### config.mk
export PLATFORM = sky130hd
export DESIGN_NAME = mem_arbiter
export DESIGN_NICKNAME = d
export VERILOG_FILES = /design/src/rtl/cpu_types_pkg.sv /design/src/rtl/mem_arbiter_pkg.sv /design/src/rtl/arb_watchdog.sv /design/src/rtl/mem_arbiter.sv
export SDC_FILE = /design/constraint.sdc
export NUM_CORES = 1
export LEC_CHECK = 0
export ABC_AREA = 1
export ABC_CLOCK_PERIOD_IN_PS = 2410
export CAP_MARGIN = 40
export CORE_MARGIN = 8
export CORE_UTILIZATION = 33
export CTS_CLUSTER_DIAMETER = 50
export DETAILED_ROUTE_END_ITERATION = 10
export PLACE_DENSITY = 0.86
export SLEW_MARGIN = 30
export SYNTH_ARGS = -nofsm -noshare
export SYNTH_HDL_FRONTEND = slang
export SYNTH_SLANG_ARGS = --single-unit
### constraint.sdc
create_clock -name CLK -period 2.41 [get_ports CLK]
set_input_delay 0.3615 -clock CLK [delete_from_list [all_inputs] [get_ports CLK]]
set_output_delay 0.3615 -clock CLK [all_outputs]
set_load 0.01 [all_outputs]
### src/rtl/cpu_types_pkg.sv
// Datapath-wide types shared by the memory-side blocks.
package cpu_types_pkg;

   typedef logic [31:0] word_t;

   // RAM handshake: FREE (idle), BUSY (working), ACCESS (done), ERROR (failed).
   typedef enum logic [1:0] {
      FREE   = 2'd0,
      BUSY   = 2'd1,
      ACCESS = 2'd2,
      ERROR  = 2'd3
   } ramstate_t;

endpackage

### src/rtl/mem_arbiter_pkg.sv
// Types and widths shared by the memory arbiter and its watchdog.
package mem_arbiter_pkg;

   import cpu_types_pkg::*;

   typedef enum logic [1:0] {
      IDLE = 2'd0,
      IGNT = 2'd1,
      DGNT = 2'd2
   } arb_state_t;

   localparam int ARB_STREAK_W = 4;
   localparam int ARB_TMO_W    = 16;

   // The RAM has answered (successfully or not) and the grant can end.
   function automatic logic is_response(input ramstate_t s);
      return (s == ACCESS) || (s == ERROR);
   endfunction

endpackage

### src/rtl/arb_watchdog.sv
// Per-transaction timeout counter: counts enabled cycles, flags the cycle
// in which the count would reach LIMIT.
module arb_watchdog
   import mem_arbiter_pkg::*;
#(
   parameter int LIMIT = 255
) (
   input  logic clk,
   input  logic rst,
   input  logic clear,
   input  logic enable,
   output logic expire
);

   localparam logic [ARB_TMO_W-1:0] LAST = ARB_TMO_W'(LIMIT - 1);

   logic [ARB_TMO_W-1:0] count;

   assign expire = enable && (count == LAST);

   // Count waiting cycles; clear wins over enable, and the count never wraps.
   always_ff @(posedge clk or posedge rst) begin
      // NOTE: sequential state uses non-blocking assignments so every flop
      // samples pre-edge values regardless of block ordering.
      if (rst) begin
         count <= '0;
      end else if (clear) begin
         count <= '0;
      end else if (enable && (count != LAST)) begin
         count <= count + 1'b1;
      end
   end

endmodule

### src/rtl/mem_arbiter.sv
// Arbitrates the single-ported RAM between instruction fetch and data
// memory. Data wins unless fetch has been starved MAX_D_STREAK times.
module mem_arbiter
   import cpu_types_pkg::*;
   import mem_arbiter_pkg::*;
#(
   parameter int MAX_D_STREAK = 4,
   parameter int TIMEOUT      = 255
) (
   input  logic      CLK,
   input  logic      RST,
   input  logic      iREN,
   input  word_t     iaddr,
   output logic      iwait,
   output word_t     iload,
   input  logic      dREN,
   input  logic      dWEN,
   input  word_t     daddr,
   input  word_t     dstore,
   output logic      dwait,
   output word_t     dload,
   output logic      ramREN,
   output logic      ramWEN,
   output word_t     ramaddr,
   output word_t     ramstore,
   input  word_t     ramload,
   input  ramstate_t ramstate,
   output logic      err
);

   localparam logic [ARB_STREAK_W-1:0] STREAK_MAX = ARB_STREAK_W'(MAX_D_STREAK);

   arb_state_t              state, next_state;
   logic [ARB_STREAK_W-1:0] streak;
   logic                    d_req, granted, req, hit, done, expire, wd_enable, wd_clear;

   assign d_req     = dREN | dWEN;
   assign granted   = (state != IDLE);
   assign req       = (state == IGNT) ? iREN : d_req;
   assign hit       = granted && req && is_response(ramstate);
   assign wd_enable = granted && req && !hit;
   assign done      = hit || expire;
   assign wd_clear  = !granted || done;

   arb_watchdog #(.LIMIT(TIMEOUT)) u_watchdog (
      .clk    (CLK),
      .rst    (RST),
      .clear  (wd_clear),
      .enable (wd_enable),
      .expire (expire)
   );

   // State register.
   always_ff @(posedge CLK or posedge RST) begin
      if (RST) state <= IDLE;
      else     state <= next_state;
   end

   // Next state, RAM drive and requester handshakes.
   always_comb begin
      // NOTE: every output gets a default first so no path leaves one
      // unassigned, which would infer a latch.
      next_state = state;
      ramREN     = 1'b0;
      ramWEN     = 1'b0;
      ramaddr    = '0;
      ramstore   = '0;
      iload      = '0;
      dload      = '0;
      iwait      = iREN;
      dwait      = d_req;
      case (state)
         IDLE: begin
            if (d_req && !(iREN && (streak == STREAK_MAX))) next_state = DGNT;
            else if (iREN)                                  next_state = IGNT;
         end
         IGNT: begin
            ramREN  = 1'b1;
            ramaddr = iaddr;
            if (!iREN) begin
               next_state = IDLE;
            end else if (done) begin
               iwait      = 1'b0;
               iload      = hit ? ramload : '0;
               next_state = IDLE;
            end
         end
         DGNT: begin
            ramWEN   = dWEN;
            ramREN   = dREN & ~dWEN;
            ramaddr  = daddr;
            ramstore = dstore;
            if (!d_req) begin
               next_state = IDLE;
            end else if (done) begin
               dwait      = 1'b0;
               dload      = hit ? ramload : '0;
               next_state = IDLE;
            end
         end
         default: next_state = IDLE;
      endcase
   end

   // Starvation streak and sticky error, both updated on completion only.
   always_ff @(posedge CLK or posedge RST) begin
      if (RST) begin
         streak <= '0;
         err    <= 1'b0;
      end else begin
         if (done && (state == IGNT)) begin
            streak <= '0;
         end else if (done && (state == DGNT)) begin
            if (!iREN)                     streak <= '0;
            else if (streak != STREAK_MAX) streak <= streak + 1'b1;
         end
         if (done && ((ramstate == ERROR) || expire)) err <= 1'b1;
      end
   end

endmodule

Word level (Yosys, flattened, before mapping)
Index checks and enable logic that the tools add are counted.
{"block": "op_classes", "reduce_logical": 22, "mul": 0, "magnitude_cmp": 0, "bitwise_logic": 3, "div": 0, "add_sub_neg": 2, "muxes": 28, "n_eq_ne": 10, "shift": 0}
{"op": "2-to-1 mux 32 bit", "count": 7}
{"op": "one-hot mux 32 bit (2 select lines)", "count": 1}
{"op": "2-to-1 mux 16 bit", "count": 2}
{"op": "adder 16 x 1 -> 16 bit (second input constant)", "count": 1}
{"op": "equality test 16 x 8 -> 1 bit (second input constant)", "count": 1}
{"op": "2-to-1 mux 4 bit", "count": 4}
{"op": "inequality test 16 x 8 -> 1 bit (second input constant)", "count": 1}
{"op": "logical AND 1 bit", "count": 10}
{"op": "2-to-1 mux 2 bit", "count": 5}
{"op": "2-to-1 mux 1 bit", "count": 7}
{"op": "equality test 2 bit (second input constant)", "count": 3}
{"op": "one-hot mux 2 bit (3 select lines)", "count": 1}
{"op": "nonzero test 2 bit", "count": 3}
{"op": "adder 4 x 1 -> 4 bit (second input constant)", "count": 1}
{"op": "equality test 4 x 3 -> 1 bit (second input constant)", "count": 1}
{"op": "logical OR 1 bit", "count": 4}
{"op": "inequality test 4 x 3 -> 1 bit (second input constant)", "count": 1}
{"op": "zero test 1 bit", "count": 3}
{"op": "inequality test 3 x 1 -> 1 bit (second input constant)", "count": 1}
{"op": "inequality test 3 bit (second input constant)", "count": 1}
{"op": "equality test 2 x 1 -> 1 bit (second input constant)", "count": 1}
{"op": "zero test 2 bit", "count": 1}
{"op": "one-hot mux 1 bit (2 select lines)", "count": 1}
{"op": "AND reduction 2 bit", "count": 1}
{"op": "other kinds (3)", "count": 3}
{"block": "word_totals", "latch_bits": 0, "n_memories": 0, "elab_cells": 69, "mem_bits_ro": 0, "output_inout_bits": 133, "ff_bits": 23, "mem_bits_rw": 0}

Depth between registers and ports, before layout
{"block": "depth", "depth_word": 11, "mapped_depth": 13, "mapped_depth_nobuf": 11}

Cells and area by module
Synthesis repeated with hierarchy kept, for this count alone.
{"block": "hier_totals", "cells_unflattened": 526, "area_unflattened_um2": 2917.8}
{"mod": "mem_arbiter", "seq_area_each_um2": 175.2, "cells_each": 366, "n_inst": 1, "area_each_um2": 1845.5}
{"mod": "arb_watchdog", "seq_area_each_um2": 400.4, "cells_each": 160, "n_inst": 1, "area_each_um2": 1072.3}

Worst setup path after synthesis
Ideal clock, no wire load.
{"block": "synth_timing", "kind": "flip-flop to output port", "start": "reg state[1]", "end": "out dload[23]", "path_buffers": 3, "setup_slack_ps": 468, "path_stages_with_launch": 11, "t_arrival_ps": 1581, "cell_sequence": "dfrtp_1 > inv_1 > ha_1 > buf_4 > nand2_1 > nand2_4 > nor3_4 > buf_6 > buf_6 > nand2_2 > nor2_2"}
{"block": "synth_via", "elab_chain_cells": 11}
{"item": "start, declared", "line_no": "mem_arbiter.sv:33", "text": "arb_state_t state, next_state;"}
{"item": "start signal, assigned", "line_no": "mem_arbiter.sv:56", "text": "else state <= next_state;"}
{"item": "equality test 2 x 1 -> 1 bit", "line_no": "mem_arbiter.sv:39", "text": "assign req = (state == IGNT) ? iREN : d_req;"}
{"item": "2-to-1 mux 1 bit", "line_no": "mem_arbiter.sv:39"}
{"item": "logical AND 1 bit", "line_no": "mem_arbiter.sv:40, mem_arbiter.sv:41"}
{"item": "logical AND 1 bit", "line_no": "mem_arbiter.sv:40", "text": "assign hit = granted && req && is_response(ramstate);"}
{"item": "zero test 1 bit", "line_no": "mem_arbiter.sv:41", "text": "assign wd_enable = granted && req && !hit;"}
{"item": "logical AND 1 bit", "line_no": "mem_arbiter.sv:41"}
{"item": "logical AND 1 bit", "line_no": "arb_watchdog.sv:19", "text": "assign expire = enable && (count == LAST);"}
{"item": "logical OR 1 bit", "line_no": "mem_arbiter.sv:42", "text": "assign done = hit || expire;"}
{"item": "2-to-1 mux 32 bit", "line_no": "mem_arbiter.sv:95", "text": "end else if (done) begin"}
{"item": "2-to-1 mux 32 bit", "line_no": "mem_arbiter.sv:93", "text": "if (!d_req) begin"}
{"item": "2-to-1 mux 32 bit (*)", "line_no": "mem_arbiter.sv:72", "text": "case (state)"}
{"item": "end, declared", "line_no": "mem_arbiter.sv:21", "text": "output word_t dload,"}
Every way passes the cells marked *; elsewhere a longest branch is shown, timed or not.

Worst setup path after layout
{"block": "layout_timing", "start": "reg state[1]", "end": "out dload[9]"}
Same word-level chain as after synthesis.

==> flow_results.xml <==
<?xml version="1.0" encoding="UTF-8"?>
<metrics>
  <group name="logic_synthesis">
    <metric name="netlist-cell-type-count" unit="">31</metric>
    <metric name="synthesis.area_per_instance" unit="µm²">5.554</metric>
    <metric name="postSynthNetCount" unit="">694</metric>
    <metric name="post_synth_inst_count" unit="">551</metric>
    <metric name="async_flop_share" unit="%">100.0</metric>
    <metric name="yosys_warnings" unit="">0</metric>
    <metric name="number_of_flops_mapped_to_enable_cells_by_yosys" unit="">0</metric>
    <metric name="ys_top_cells_by_area" unit="">nand2_1, dfrtp_1, inv_1</metric>
    <metric name="synth_top_area_share" unit="%">20.85</metric>
    <metric name="synthesis.area" unit="mm²">0.003060</metric>
    <metric name="sequential_cell_area_fraction_in_the_yosys_report" unit="%">18.81</metric>
    <metric name="dominantRegCellSynth" unit="">dfrtp_1</metric>
    <metric name="ys_ff_latch" unit="">23</metric>
    <metric name="synth_top_area_cell" unit="">nand2_1</metric>
  </group>
  <group name="drt">
    <metric name="remaining_drc_errors" unit="">0</metric>
    <metric name="drt_first_pass_iters" unit="">5</metric>
    <metric name="detail-route-antenna-nets" unit="">0</metric>
    <metric name="routed_via_density" unit="">4.903</metric>
    <metric name="detail_route.wirelength" unit="µm">17680</metric>
    <metric name="detail_route.iter0.violations" unit="">471</metric>
    <metric name="avgRoutedWirePerCell" unit="µm">18.79</metric>
    <metric name="route.vias.total" unit="">4614</metric>
  </group>
  <group name="sta">
    <metric name="slew-limit-headroom" unit="%">77.21</metric>
    <metric name="rsz0062_at_grt" unit="">true</metric>
    <metric name="period_needed" unit="ns">2.332</metric>
    <metric name="worstMarginPinSlew" unit="ns">0.3405</metric>
    <metric name="finClkSkew" unit="ns">0.002405</metric>
    <metric name="final-max-slew-violation-count" unit="">0</metric>
    <metric name="clock.fmax" unit="GHz">0.4288</metric>
    <metric name="finalWorstSetupSlack" unit="ns">0.07801</metric>
    <metric name="fin_crit_sh" unit="%">96.76</metric>
    <metric name="report.final.setup_viol" unit="">0</metric>
    <metric name="finalHoldViolCount" unit="">0</metric>
    <metric name="finalSetupTns" unit="ns">0</metric>
  </group>
  <group name="finish">
    <metric name="layout.cell_area.non_filler" unit="mm²">0.005918</metric>
    <metric name="antenna_cells" unit="">0</metric>
    <metric name="fillers" unit="">825</metric>
    <metric name="final_cells" unit="">941</metric>
    <metric name="layout-area-overhead-vs-synth" unit="%">93.38</metric>
    <metric name="layout_commonest_cell" unit="">nand2_1</metric>
    <metric name="post_route_cells_drive_above_1_share" unit="%">20.24</metric>
    <metric name="finalNetCount" unit="">974</metric>
    <metric name="layout_common_cells" unit="">nand2_1, clkdlybuf4s50_1, inv_1, nor2_1, dlygate4sd2_1</metric>
  </group>
  <group name="grt">
    <metric name="grt_overflow" unit="">0</metric>
    <metric name="grt_start_max_net_pins" unit="">34</metric>
    <metric name="antenna_found_initial" unit="">7</metric>
    <metric name="first_global_vias" unit="">4502</metric>
    <metric name="total_global_route_track_usage" unit="%">26.25</metric>
    <metric name="grt_pass1_wl" unit="µm">26210</metric>
  </group>
  <group name="worst_setup_path">
    <metric name="worstSetupEndpointType" unit="">output pin</metric>
    <metric name="cp_data_required_time" unit="ns">2.05</metric>
    <metric name="r2r_start" unit="">state[0]</metric>
    <metric name="reg2reg_slack" unit="ns">0.37</metric>
    <metric name="r2r_cells" unit="">11</metric>
    <metric name="critPathArrivalTime" unit="ns">1.97</metric>
    <metric name="crit_path_max_fanout" unit="">6</metric>
    <metric name="worstReg2RegEnd" unit="">u_watchdog.count[10]</metric>
    <metric name="endpoint" unit="">dload[9]</metric>
    <metric name="timing.critical_path.from" unit="">state[1]</metric>
    <metric name="startpoint_type_of_the_worst_setup_path" unit="">register</metric>
    <metric name="setup.worst_path.class" unit="">reg2out</metric>
  </group>
  <group name="floorplanning">
    <metric name="die-area" unit="mm²">0.01261</metric>
    <metric name="num_io_pins" unit="">268</metric>
    <metric name="initial_utilization" unit="%">33.60</metric>
    <metric name="dieWidth" unit="µm">112.3</metric>
    <metric name="design.core.area" unit="mm²">0.009109</metric>
    <metric name="num_rows" unit="">35</metric>
    <metric name="die_y" unit="µm">112.3</metric>
  </group>
  <group name="place">
    <metric name="instance_area_after_placement" unit="mm²">0.005963</metric>
    <metric name="hpwlAfterDp" unit="µm">14180</metric>
    <metric name="dp_cells" unit="">924</metric>
    <metric name="placement.setup.worst_slack" unit="ns">-0.3098</metric>
    <metric name="routability_congestion_estimate" unit="">0.9937</metric>
    <metric name="port_buffers" unit="">267</metric>
  </group>
  <group name="power">
    <metric name="p_sw" unit="mW">2.067</metric>
    <metric name="share_of_total_power_consumed_by_net_switching" unit="%">49.87</metric>
    <metric name="power.share.sequential" unit="%">11.3</metric>
    <metric name="vdd_ir_drop_max" unit="mV">0.3944</metric>
    <metric name="internal-power" unit="mW">2.078</metric>
    <metric name="pwr-share-clk" unit="%">6.1</metric>
    <metric name="p_total" unit="mW">4.145</metric>
    <metric name="power-per-cell-area" unit="mW/mm²">700.4</metric>
    <metric name="power_frac_comb" unit="%">82.6</metric>
    <metric name="static-leakage-power" unit="nW">3.314</metric>
  </group>
  <group name="clock_tree">
    <metric name="worst_skew_pair.late_latency" unit="ns">0.27</metric>
    <metric name="clk_path_buf_depth" unit="">2</metric>
    <metric name="cts_buffers" unit="">3</metric>
    <metric name="cts_tree" unit="">built</metric>
    <metric name="clk_pin_slew_worst_paths" unit="ns">0.09</metric>
    <metric name="htree_levels" unit="">1</metric>
    <metric name="cts.sinks" unit="">23</metric>
    <metric name="clock-root-buffer" unit="">clkbuf_8</metric>
    <metric name="hold_buf_count_cts" unit="">0</metric>
  </group>
  <group name="outcome">
    <metric name="run_status" unit="">finished clean</metric>
  </group>
  <group name="min_path">
    <metric name="hold_path.class" unit="">in2async</metric>
  </group>
  <group name="flow_run">
    <metric name="drv_cap" unit="">0</metric>
  </group>
</metrics>
==> through the flow <==
| step | hold WS [ns] | util [%] |
|---|---|---|
| after detailed placement | 0.5060 | 65.47 |
| after CTS | 0.4460 | 66.09 |
| after floorplan | 0.3634 | - |
| after global routing | 0.4742 | 64.97 |
| final | 0.4292 | 64.97 |
| after global placement | 0.4665 | 65.47 |
==> state kept, by name, indices dropped and copies added, names as in the netlist <==
signal / flops
err: 1
state: 2
streak: 4
u_watchdog.count: 16
==> worst max-delay path, cell delays in order, from the launching register on <==
cell and delay [ns]:
dfrtp_1 0.40, inv_2 0.08, ha_4 0.16, inv_4 0.04, nand2_4 0.07, nand2_4 0.06, nor3_4 0.16, buf_6 0.13
buf_6 0.13, clkbuf_16 0.15, nand2_1 0.05, nor2_1 0.11, buf_2 0.15
==> logic make-up (layout without fill, tap and decap cells) <==
kind of cell,after synthesis,count (layout),share of synthesized area (%)
XOR/XNOR,6,6,1.717
AO/OA/AOI/OAI,47,47,8.054
buffers and inverters,126,405,17.66
AND/OR/NAND/NOR,341,341,50.49
flip-flops,23,23,18.81
adder cells (fa/ha/maj),8,8,3.271
==> synth_stat cells, types with 2 or more instances <==
library cell	instances
a21oi_1	39
buf_1	9
buf_2	5
buf_6	6
clkbuf_1	9
dfrtp_1	23
ha_1	8
inv_1	92
inv_2	2
nand2_1	170
nand2_2	21
nand2_4	3
nand3_1	48
nand3_2	2
nand3b_1	3
nand4_1	13
nor2_1	56
nor2_2	20
nor3_1	2
o21ai_0	3
o21bai_1	3
xnor2_1	2
xor2_1	4
==> area by class of cell <==
| cell class | count | area, µm² | share of cell area [%] |
|---|---|---|---|
| Multi-Input combinational cell | 402 | 2006 | 33.89 |
| Inverter | 94 | 355.3 | 6.004 |
| Tap cell | 111 | 138.9 | 2.347 |
| Clock buffer | 4 | 45.04 | 0.7611 |
| Sequential cell | 23 | 575.6 | 9.725 |
| Timing Repair Buffer | 307 | 2798 | 47.27 |
==> how the worst min path moves through the flow <==
stage	start	to	slack, ns
3_5_place_dp	err	err	0.51
6_report	RST	u_watchdog.count[4]	0.43
5_1_grt	RST	streak[2]	0.47
4_1_cts	RST	u_watchdog.count[4]	0.45
2_1_floorplan	RST	err	0.36
3_3_place_gp	err	err	0.47
==> power groups by stage <==
| stage | logic (mW) | registers [mW] | clock network (mW) |
|---|---|---|---|
| 2_1_floorplan | 1.56 | 0.471 | 0 |
| 3_3_place_gp | 3.17 | 0.469 | 0 |
| 3_5_place_dp | 3.22 | 0.473 | 0 |
| 4_1_cts | 3.27 | 0.469 | 0.252 |
| 5_1_grt | 3.68 | 0.475 | 0.265 |
| 6_report | 3.42 | 0.470 | 0.253 |
==> layer usage <==
layer | share of wire, % | track usage, % | vias to the layer above
met5 | 0.43 | 0 | -
met4 | 3.5 | 8.094 | 14
met1 | 38 | 29.09 | 2064
met2 | 45 | 42.47 | 243
li1 | - | - | 2233
met3 | 13 | 14.01 | 60
==> what timing repair did <==
| action | in CTS | in global routing |
|---|---|---|
| endpoints found under the hold margin | 0 | 0 |
| pin swaps | 3 | 1 |
| cloned | 3 | 3 |
| setup buffers | 2 | 5 |
| endpoints found under the setup margin | 132 | 85 |
| gates resized for setup | 197 | 108 |
Power figures use the tool's default switching activity.
